===== config.mk =====
export PLATFORM = sky130hd
export DESIGN_NAME = sdpath_m
export DESIGN_NICKNAME = d
export VERILOG_FILES = /design/src/rtl/sdpath_pkg.sv /design/src/rtl/sdpath_regfile.sv /design/src/rtl/sdpath_m.sv
export SDC_FILE = /design/constraint.sdc
export NUM_CORES = 2
export LEC_CHECK = 0
export CAP_MARGIN = 0
export CORE_UTILIZATION = 50
export CTS_BUF_LIST = sky130_fd_sc_hd__clkbuf_4
export CTS_CLUSTER_DIAMETER = 150
export DETAILED_ROUTE_END_ITERATION = 10
export DONT_BUFFER_PORTS = 1
export GPL_ROUTABILITY_DRIVEN = 1
export PLACE_DENSITY = 0.71
export REMOVE_ABC_BUFFERS = 1
export SLEW_MARGIN = 25
export SYNTH_ARGS = -nofsm -noshare
export SYNTH_HDL_FRONTEND = slang
export SYNTH_SLANG_ARGS = --single-unit
export TNS_END_PERCENT = 10

===== constraint.sdc =====
create_clock -name clk -period 11.99 [get_ports clk]
set_clock_uncertainty 0.15 [all_clocks]
set_input_delay 1.199 -clock clk [delete_from_list [all_inputs] [get_ports clk]]
set_output_delay 1.199 -clock clk [all_outputs]
set_load 0.01 [all_outputs]

===== src/rtl/sdpath_pkg.sv =====
// -----------------------------------------------------------------------------
// sdpath_pkg
// Shared definitions for the sdpath_m single-cycle datapath:
//   - ALU operation encodings (alu_op_e)
//   - write-back source encodings (wb_sel_e)
//   - next-PC source encodings (npc_sel_e)
//   - link register index and the 16->32 sign-extension helper
// -----------------------------------------------------------------------------
package sdpath_pkg;

  typedef enum logic [2:0] {
    ALU_AND = 3'b000,
    ALU_OR  = 3'b001,
    ALU_ADD = 3'b010,
    ALU_XOR = 3'b011,
    ALU_NOR = 3'b100,
    ALU_SRL = 3'b101,
    ALU_SUB = 3'b110,
    ALU_SLT = 3'b111
  } alu_op_e;

  typedef enum logic [1:0] {
    WB_ALU = 2'b00,
    WB_MEM = 2'b01,
    WB_LUI = 2'b10,
    WB_PC4 = 2'b11
  } wb_sel_e;

  typedef enum logic [1:0] {
    NPC_SEQ = 2'b00,
    NPC_BEQ = 2'b01,
    NPC_J   = 2'b10,
    NPC_JR  = 2'b11
  } npc_sel_e;

  localparam logic [4:0] LINK_REG = 5'd31;

  // Sign-extend a 16-bit immediate to 32 bits.
  function automatic logic [31:0] sign_ext16(input logic [15:0] imm);
    return {{16{imm[15]}}, imm};
  endfunction

endpackage


===== src/rtl/sdpath_regfile.sv =====
// -----------------------------------------------------------------------------
// sdpath_regfile
// 32 x 32-bit register file, two asynchronous read ports and one synchronous
// write port. Register 0 is hardwired to zero. Asynchronous active-low clear.
// Optional third read port when SDPATH_DEBUG_EN is defined.
// Ports:
//   clk      : clock, write on rising edge
//   rst_n    : asynchronous active-low clear of all registers
//   ra1_i    : read address 1     -> rd1_o
//   ra2_i    : read address 2     -> rd2_o
//   we_i     : write enable
//   wa_i     : write address
//   wd_i     : write data
//   ra3_i    : debug read address -> rd3_o (SDPATH_DEBUG_EN only)
// -----------------------------------------------------------------------------
module sdpath_regfile
  import sdpath_pkg::*;
(
  input  logic        clk,
  input  logic        rst_n,
  input  logic [4:0]  ra1_i,
  input  logic [4:0]  ra2_i,
  input  logic        we_i,
  input  logic [4:0]  wa_i,
  input  logic [31:0] wd_i,
  output logic [31:0] rd1_o,
  output logic [31:0] rd2_o
`ifdef SDPATH_DEBUG_EN
  ,
  input  logic [4:0]  ra3_i,
  output logic [31:0] rd3_o
`endif
);

  logic [31:0] regs_q [32];

  // Read with register 0 forced to zero regardless of storage contents.
  function automatic logic [31:0] rd_port(input logic [4:0] addr,
                                          input logic [31:0] val);
    if (addr == 5'd0) begin
      return 32'd0;
    end else begin
      return val;
    end
  endfunction

  // Register storage: async clear, write on clock edge, r0 writes dropped.
  always_ff @(posedge clk or negedge rst_n) begin
    if (!rst_n) begin
      for (int i = 0; i < 32; i++) begin
        regs_q[i] <= 32'd0;
      end
    end else if (we_i && (wa_i != 5'd0)) begin
      regs_q[wa_i] <= wd_i;
    end else begin
      regs_q[wa_i] <= regs_q[wa_i];
    end
  end

  assign rd1_o = rd_port(ra1_i, regs_q[ra1_i]);
  assign rd2_o = rd_port(ra2_i, regs_q[ra2_i]);
`ifdef SDPATH_DEBUG_EN
  assign rd3_o = rd_port(ra3_i, regs_q[ra3_i]);
`endif

endmodule


===== src/rtl/sdpath_m.sv =====
// -----------------------------------------------------------------------------
// sdpath_m
// Single-cycle MIPS-style datapath: PC register, register file, ALU, sign
// extension and the write-back / ALU-operand / next-PC multiplexers.
// All outputs are combinational from the current PC, register file and inputs.
// Configuration macro: SDPATH_DEBUG_EN adds Debug_addr/Debug_data, a third
// asynchronous register-file read port.
// Ports:
//   clk          : clock
//   rst          : asynchronous active-low reset (PC <- RESET_PC, regs <- 0)
//   inst_field   : instruction[25:0] (rs, rt, rd, imm, target)
//   ALU_Control  : ALU operation select
//   ALUSrc_B     : 0 = rt data, 1 = sign-extended imm
//   RegDst       : write address 0 = rt, 1 = rd
//   RegWrite     : register write enable
//   Jal          : link write (address 31, data PC+4)
//   DatatoReg    : write-back source select
//   Branch       : next-PC source select
//   Data_in      : load data
//   Data_out     : rt read data (store data)
//   ALU_out      : ALU result
//   PC_out       : current PC
//   zero         : ALU_out == 0
//   overflow     : signed overflow of add/sub
// -----------------------------------------------------------------------------
module sdpath_m
  import sdpath_pkg::*;
#(
  parameter logic [31:0] RESET_PC = 32'h0000_0000
) (
  input  logic        clk,
  input  logic        rst,
  input  logic [25:0] inst_field,
  input  logic [2:0]  ALU_Control,
  input  logic        ALUSrc_B,
  input  logic        RegDst,
  input  logic        RegWrite,
  input  logic        Jal,
  input  logic [1:0]  DatatoReg,
  input  logic [1:0]  Branch,
  input  logic [31:0] Data_in,
  output logic [31:0] Data_out,
  output logic [31:0] ALU_out,
  output logic [31:0] PC_out,
  output logic        zero,
  output logic        overflow
`ifdef SDPATH_DEBUG_EN
  ,
  input  logic [4:0]  Debug_addr,
  output logic [31:0] Debug_data
`endif
);

  logic [31:0] pc_q;
  logic [31:0] pc_d;

  logic [4:0]  rs_s;
  logic [4:0]  rt_s;
  logic [4:0]  rd_s;
  logic [15:0] imm_s;
  logic [31:0] imm_ext_s;
  logic [31:0] pc_plus4_s;

  logic [31:0] rs_data_s;
  logic [31:0] rt_data_s;
  logic [31:0] alu_b_s;
  logic [31:0] add_s;
  logic [31:0] sub_s;
  logic [31:0] alu_res_s;
  logic        ovf_s;
  logic        zero_s;

  logic [4:0]  wa_s;
  logic [31:0] wd_s;

  assign rs_s       = inst_field[25:21];
  assign rt_s       = inst_field[20:16];
  assign rd_s       = inst_field[15:11];
  assign imm_s      = inst_field[15:0];
  assign imm_ext_s  = sign_ext16(imm_s);
  assign pc_plus4_s = pc_q + 32'd4;

  sdpath_regfile u_regfile (
    .clk   (clk),
    .rst_n (rst),
    .ra1_i (rs_s),
    .ra2_i (rt_s),
    .we_i  (RegWrite),
    .wa_i  (wa_s),
    .wd_i  (wd_s),
    .rd1_o (rs_data_s),
    .rd2_o (rt_data_s)
`ifdef SDPATH_DEBUG_EN
    ,
    .ra3_i (Debug_addr),
    .rd3_o (Debug_data)
`endif
  );

  assign alu_b_s = ALUSrc_B ? imm_ext_s : rt_data_s;
  assign add_s   = rs_data_s + alu_b_s;
  assign sub_s   = rs_data_s - alu_b_s;

  // ALU result and signed overflow (only add/sub can flag overflow).
  always_comb begin
    alu_res_s = 32'd0;
    ovf_s     = 1'b0;
    case (alu_op_e'(ALU_Control))
      ALU_AND: alu_res_s = rs_data_s & alu_b_s;
      ALU_OR:  alu_res_s = rs_data_s | alu_b_s;
      ALU_ADD: begin
        alu_res_s = add_s;
        // Same-sign operands producing a differently signed sum.
        ovf_s = (rs_data_s[31] == alu_b_s[31]) && (add_s[31] != rs_data_s[31]);
      end
      ALU_XOR: alu_res_s = rs_data_s ^ alu_b_s;
      ALU_NOR: alu_res_s = ~(rs_data_s | alu_b_s);
      ALU_SRL: alu_res_s = alu_b_s >> rs_data_s[4:0];
      ALU_SUB: begin
        alu_res_s = sub_s;
        // Opposite-sign operands where the difference flips sign relative to A.
        ovf_s = (rs_data_s[31] != alu_b_s[31]) && (sub_s[31] != rs_data_s[31]);
      end
      ALU_SLT: alu_res_s = {31'd0, ($signed(rs_data_s) < $signed(alu_b_s))};
      default: alu_res_s = 32'd0;
    endcase
  end

  assign zero_s = (alu_res_s == 32'd0);

  // Write-back address and data; Jal overrides both with the link values.
  always_comb begin
    wa_s = rt_s;
    wd_s = alu_res_s;
    if (Jal) begin
      wa_s = LINK_REG;
      wd_s = pc_plus4_s;
    end else begin
      wa_s = RegDst ? rd_s : rt_s;
      case (wb_sel_e'(DatatoReg))
        WB_ALU:  wd_s = alu_res_s;
        WB_MEM:  wd_s = Data_in;
        WB_LUI:  wd_s = {imm_s, 16'h0000};
        WB_PC4:  wd_s = pc_plus4_s;
        default: wd_s = alu_res_s;
      endcase
    end
  end

  // Next-PC selection: sequential, taken-on-zero branch, jump, register jump.
  always_comb begin
    pc_d = pc_plus4_s;
    case (npc_sel_e'(Branch))
      NPC_SEQ: pc_d = pc_plus4_s;
      NPC_BEQ: begin
        if (zero_s) begin
          pc_d = pc_plus4_s + {imm_ext_s[29:0], 2'b00};
        end else begin
          pc_d = pc_plus4_s;
        end
      end
      NPC_J:   pc_d = {pc_plus4_s[31:28], inst_field, 2'b00};
      NPC_JR:  pc_d = rs_data_s;
      default: pc_d = pc_plus4_s;
    endcase
  end

  // Program counter register.
  always_ff @(posedge clk or negedge rst) begin
    if (!rst) begin
      pc_q <= RESET_PC;
    end else begin
      pc_q <= pc_d;
    end
  end

  assign Data_out = rt_data_s;
  assign ALU_out  = alu_res_s;
  assign PC_out   = pc_q;
  assign zero     = zero_s;
  assign overflow = ovf_s;

endmodule


==> flow_summary.json <==
{
  "insertion_delay_ps": 1330,
  "status": "complete, but fails checks",
  "min-delay-start": "inst_field[14]",
  "fin_crit_sh_pct": 94.9,
  "root_buffer": "clkbuf_4",
  "crit_type": "primary input to output port",
  "gr-usage-met3_pct": 21.6,
  "clkTransAtPathRegs_ps": 60,
  "finalCoreUtilization_pct": 53.9,
  "grt_max_degree": 1057,
  "fp.dieH_um": 392,
  "drtPass1Iterations": 10,
  "numCtsBuffers": 306,
  "internal-power_mw": 8.52,
  "reg2reg_depth": 21,
  "grt.overflow.total": 0,
  "multi_input_area_sq_um": 46100,
  "core_sq_um": 150000,
  "antenna_found_initial": 36,
  "clock-sinks": 1056,
  "synth-seq-area-share_pct": 34.8,
  "ys_types": 113,
  "period_needed_ps": 11370,
  "power.density_nw_per_um2": 178,
  "vdd_ir_drop_max_v": 0.0000885,
  "slew_viol_final": 158,
  "arrival_ps": 10020,
  "path_max_fanout": 328,
  "grt_pass1_vias": 70300,
  "wl_um": 342000,
  "p_total_mw": 14.4,
  "synth_edf_count": 0,
  "worstMarginPinSlew_ps": 2300,
  "worst-r2r-setup-slack_ps": 2970,
  "cts_tree": "done",
  "die_area_sq_um": 154000,
  "relSlewSlack_pct": -53.5,
  "seqPwrFrac_pct": 38.4,
  "seqCellArea_sq_um": 26400,
  "initial_core_util_pct": 50.6,
  "vias_per_cell": 7.26,
  "cap_viol_max_count": 0,
  "switching_share_pct": 40.9,
  "io_pins": 169,
  "power.leakage_nw": 35.1,
  "avgRoutedWirePerCell_um": 33.4,
  "drive_above_1_share_pct": 19.2,
  "routabilityCongestion": 1.09,
  "grt_most_used_layer": "met2",
  "synth_warnings": 0,
  "violations": "max-slew violations",
  "hp-class": "primary input to flop",
  "use_met2_pct": 60.9,
  "die_w_um": 392,
  "grt_usage_pct": 43.9,
  "drt_iter0_drc": 13600,
  "synthCells": 8278,
  "whs_ps": 38.1,
  "rsz0062_at_grt": "no",
  "r2r_end": "PC_out[6]$_DFF_PN0_",
  "portBuffers": 0,
  "antenna_left": 0,
  "drc": 0,
  "row_count": 142,
  "fin_cells": 10200,
  "critPathLaunchType": "primary input",
  "fillCellCount": 13500,
  "fmax_ghz": 0.0879,
  "grt_use_met1_pct": 51.1,
  "syn_to_final_growth_pct": 6.49,
  "avgSynthCellArea_sq_um": 9.18,
  "h-tree-depth": 5,
  "setup_viol": 0,
  "min_to": "PC_out[16]$_DFF_PN0_",
  "async_reset_ff_share_pct": 100,
  "clkPwrFrac_pct": 23.2,
  "postCtsSetupBuffers": 0,
  "critPathRequiredTime_ps": 10640,
  "whs_path_depth": 2,
  "r2r_start": "u_regfile.regs_q[773]$_DFFE_PN0P_",
  "nNetsFinal": 8201,
  "cp-end-kind": "output port",
  "cts_buffer_depth": 4,
  "synthFlopType": "dfrtp_1",
  "p_switching_mw": 5.91,
  "placed_cells": 9681,
  "comb_power_share_pct": 38.4,
  "hpwl_um": 214000,
  "grt_pass1_wl_um": 489000,
  "synthesis.area_sq_um": 76000,
  "hold_violations": 0,
  "routed-via-count": 74300,
  "synth-seq-cells": 1056
}
synth_stat cells (23+ instances only):
| cell | number | share of area (%) |
|---|---|---|
| a221oi_1 | 32 | 0.37 |
| nor2_1 | 322 | 1.6 |
| nor2b_1 | 38 | 0.31 |
| o211ai_1 | 44 | 0.43 |
| a311oi_1 | 100 | 1.2 |
| buf_1 | 59 | 0.29 |
| o31ai_1 | 52 | 0.51 |
| inv_1 | 150 | 0.74 |
| mux2_2 | 148 | 2.2 |
| buf_2 | 97 | 0.64 |
| nand4_1 | 34 | 0.28 |
| o22ai_1 | 85 | 0.70 |
| and3_1 | 85 | 0.70 |
| a211oi_1 | 40 | 0.39 |
| a31oi_1 | 75 | 0.62 |
| xnor2_1 | 52 | 0.60 |
| mux2i_1 | 231 | 3.0 |
| nor3_1 | 66 | 0.43 |
| a211o_1 | 23 | 0.26 |
| clkbuf_1 | 542 | 2.7 |
| a21o_1 | 28 | 0.28 |
| a22oi_1 | 130 | 1.3 |
| nand3_1 | 371 | 2.4 |
| ha_1 | 129 | 2.1 |
| a22o_1 | 29 | 0.33 |
| o21ai_0 | 603 | 4.0 |
| buf_6 | 35 | 0.52 |
| nand2_1 | 2338 | 12 |
| dfrtp_1 | 1056 | 35 |
| mux4_2 | 582 | 17 |
| a41oi_1 | 37 | 0.43 |
| a21oi_1 | 166 | 1.1 |
layout by cell type (no fill, tap or decap), types with 45 or more instances in the layout:
cell type / instances
nand2_1: 2306
dfrtp_1: 1056
o21ai_0: 599
mux4_2: 582
clkbuf_4: 434
nand3_1: 371
nor2_1: 284
mux2i_1: 228
buf_4: 161
a21oi_1: 152
inv_1: 149
mux2_2: 148
a22oi_1: 130
ha_1: 129
a311oi_1: 100
and3_1: 85
o22ai_1: 84
a31oi_1: 71
nor3_1: 58
xnor2_1: 52
clkinv_1: 47
o31ai_1: 45
power by group through the flow:
| stage | Sequential (mW) | Combinational, mW | Clock, mW |
|---|---|---|---|
| detailed placement | 5.54 | 5.16 | 0 |
| finish | 5.55 | 5.54 | 3.34 |
| global route | 5.65 | 5.83 | 3.53 |
| floorplan | 5.21 | 3.72 | 0 |
| CTS | 5.47 | 5.20 | 3.33 |
| global placement | 5.43 | 5.07 | 0 |
through the flow:
| step | worst slack [ps] | setup TNS (ps) | instance area, sq um |
|---|---|---|---|
| detailed placement | 2390 | 0 | 76900 |
| finish | 617 | 0 | 81000 |
| CTS | 2090 | 0 | 80500 |
| global placement | 2400 | 0 | 76800 |
| global route | 1480 | 0 | 80900 |
| floorplan | -7030 | -5216940 | 72400 |
layout make-up:
cell class | instances | share of cell area, %
Multi-Input combinational cell | 6281 | 56.9
Timing Repair Buffer | 191 | 2.09
Clock inverter | 57 | 0.345
Tap cell | 2016 | 3.12
Antenna cell | 43 | 0.133
Clock buffer | 434 | 4.02
Sequential cell | 1056 | 32.6
Inverter | 162 | 0.751
state kept, by name, summed over array words and instances, names as in the netlist:
name and count:
PC_out 32, u_regfile.regs_q 1024
worst max-delay path, cell delays in order:
cell	delay (ps)
mux4_2	1240
a22o_1	250
a221oi_1	250
a31oi_1	400
mux2_2	490
inv_1	110
ha_1	260
nor2b_1	160
o31a_1	290
o311a_1	370
a21oi_1	360
o21ai_0	410
o311a_1	420
a311oi_1	250
o211ai_1	110
o32a_1	480
a2111oi_0	400
nand4_1	330
nor4_2	410
and2_4	450
nand2_1	140
inv_1	170
how the worst max path moves through the flow:
| stage | from | endpoint | slack, ps |
|---|---|---|---|
| after global routing | inst_field[21] | zero | 1480 |
| final | inst_field[16] | zero | 620 |
| after global placement | inst_field[16] | zero | 2400 |
| after floorplan | inst_field[17] | u_regfile.regs_q[261]$_DFFE_PN0P_ | -7030 |
| after CTS | u_regfile.regs_q[896]$_DFFE_PN0P_ | zero | 2090 |
| after detailed placement | inst_field[21] | zero | 2390 |
cell families after synthesis:
| kind of cell | share of synthesized area (%) |
|---|---|
| AOI/OAI and AO/OA | 14.9 |
| xor gates and xnor gates | 0.829 |
| adders and majority gates | 2.20 |
| buffers and inverters | 5.58 |
| DFF | 34.8 |
| muxes | 23.1 |
| and+or+nand+nor | 18.6 |
per-layer routing:
layer | vias to the layer above | share of wire [%]
met2 | 6819 | 41
met3 | 1993 | 17
met5 | - | 0.12
li1 | 29700 | -
met1 | 35800 | 32
met4 | 30 | 9.7
timing repair:
item	CTS	global route
hold endpoints to repair	1080	155
setup endpoints to repair	0	0
hold buffers	13	2
resized for setup	0	0
Note: power is estimated with default switching activity, not from simulation.
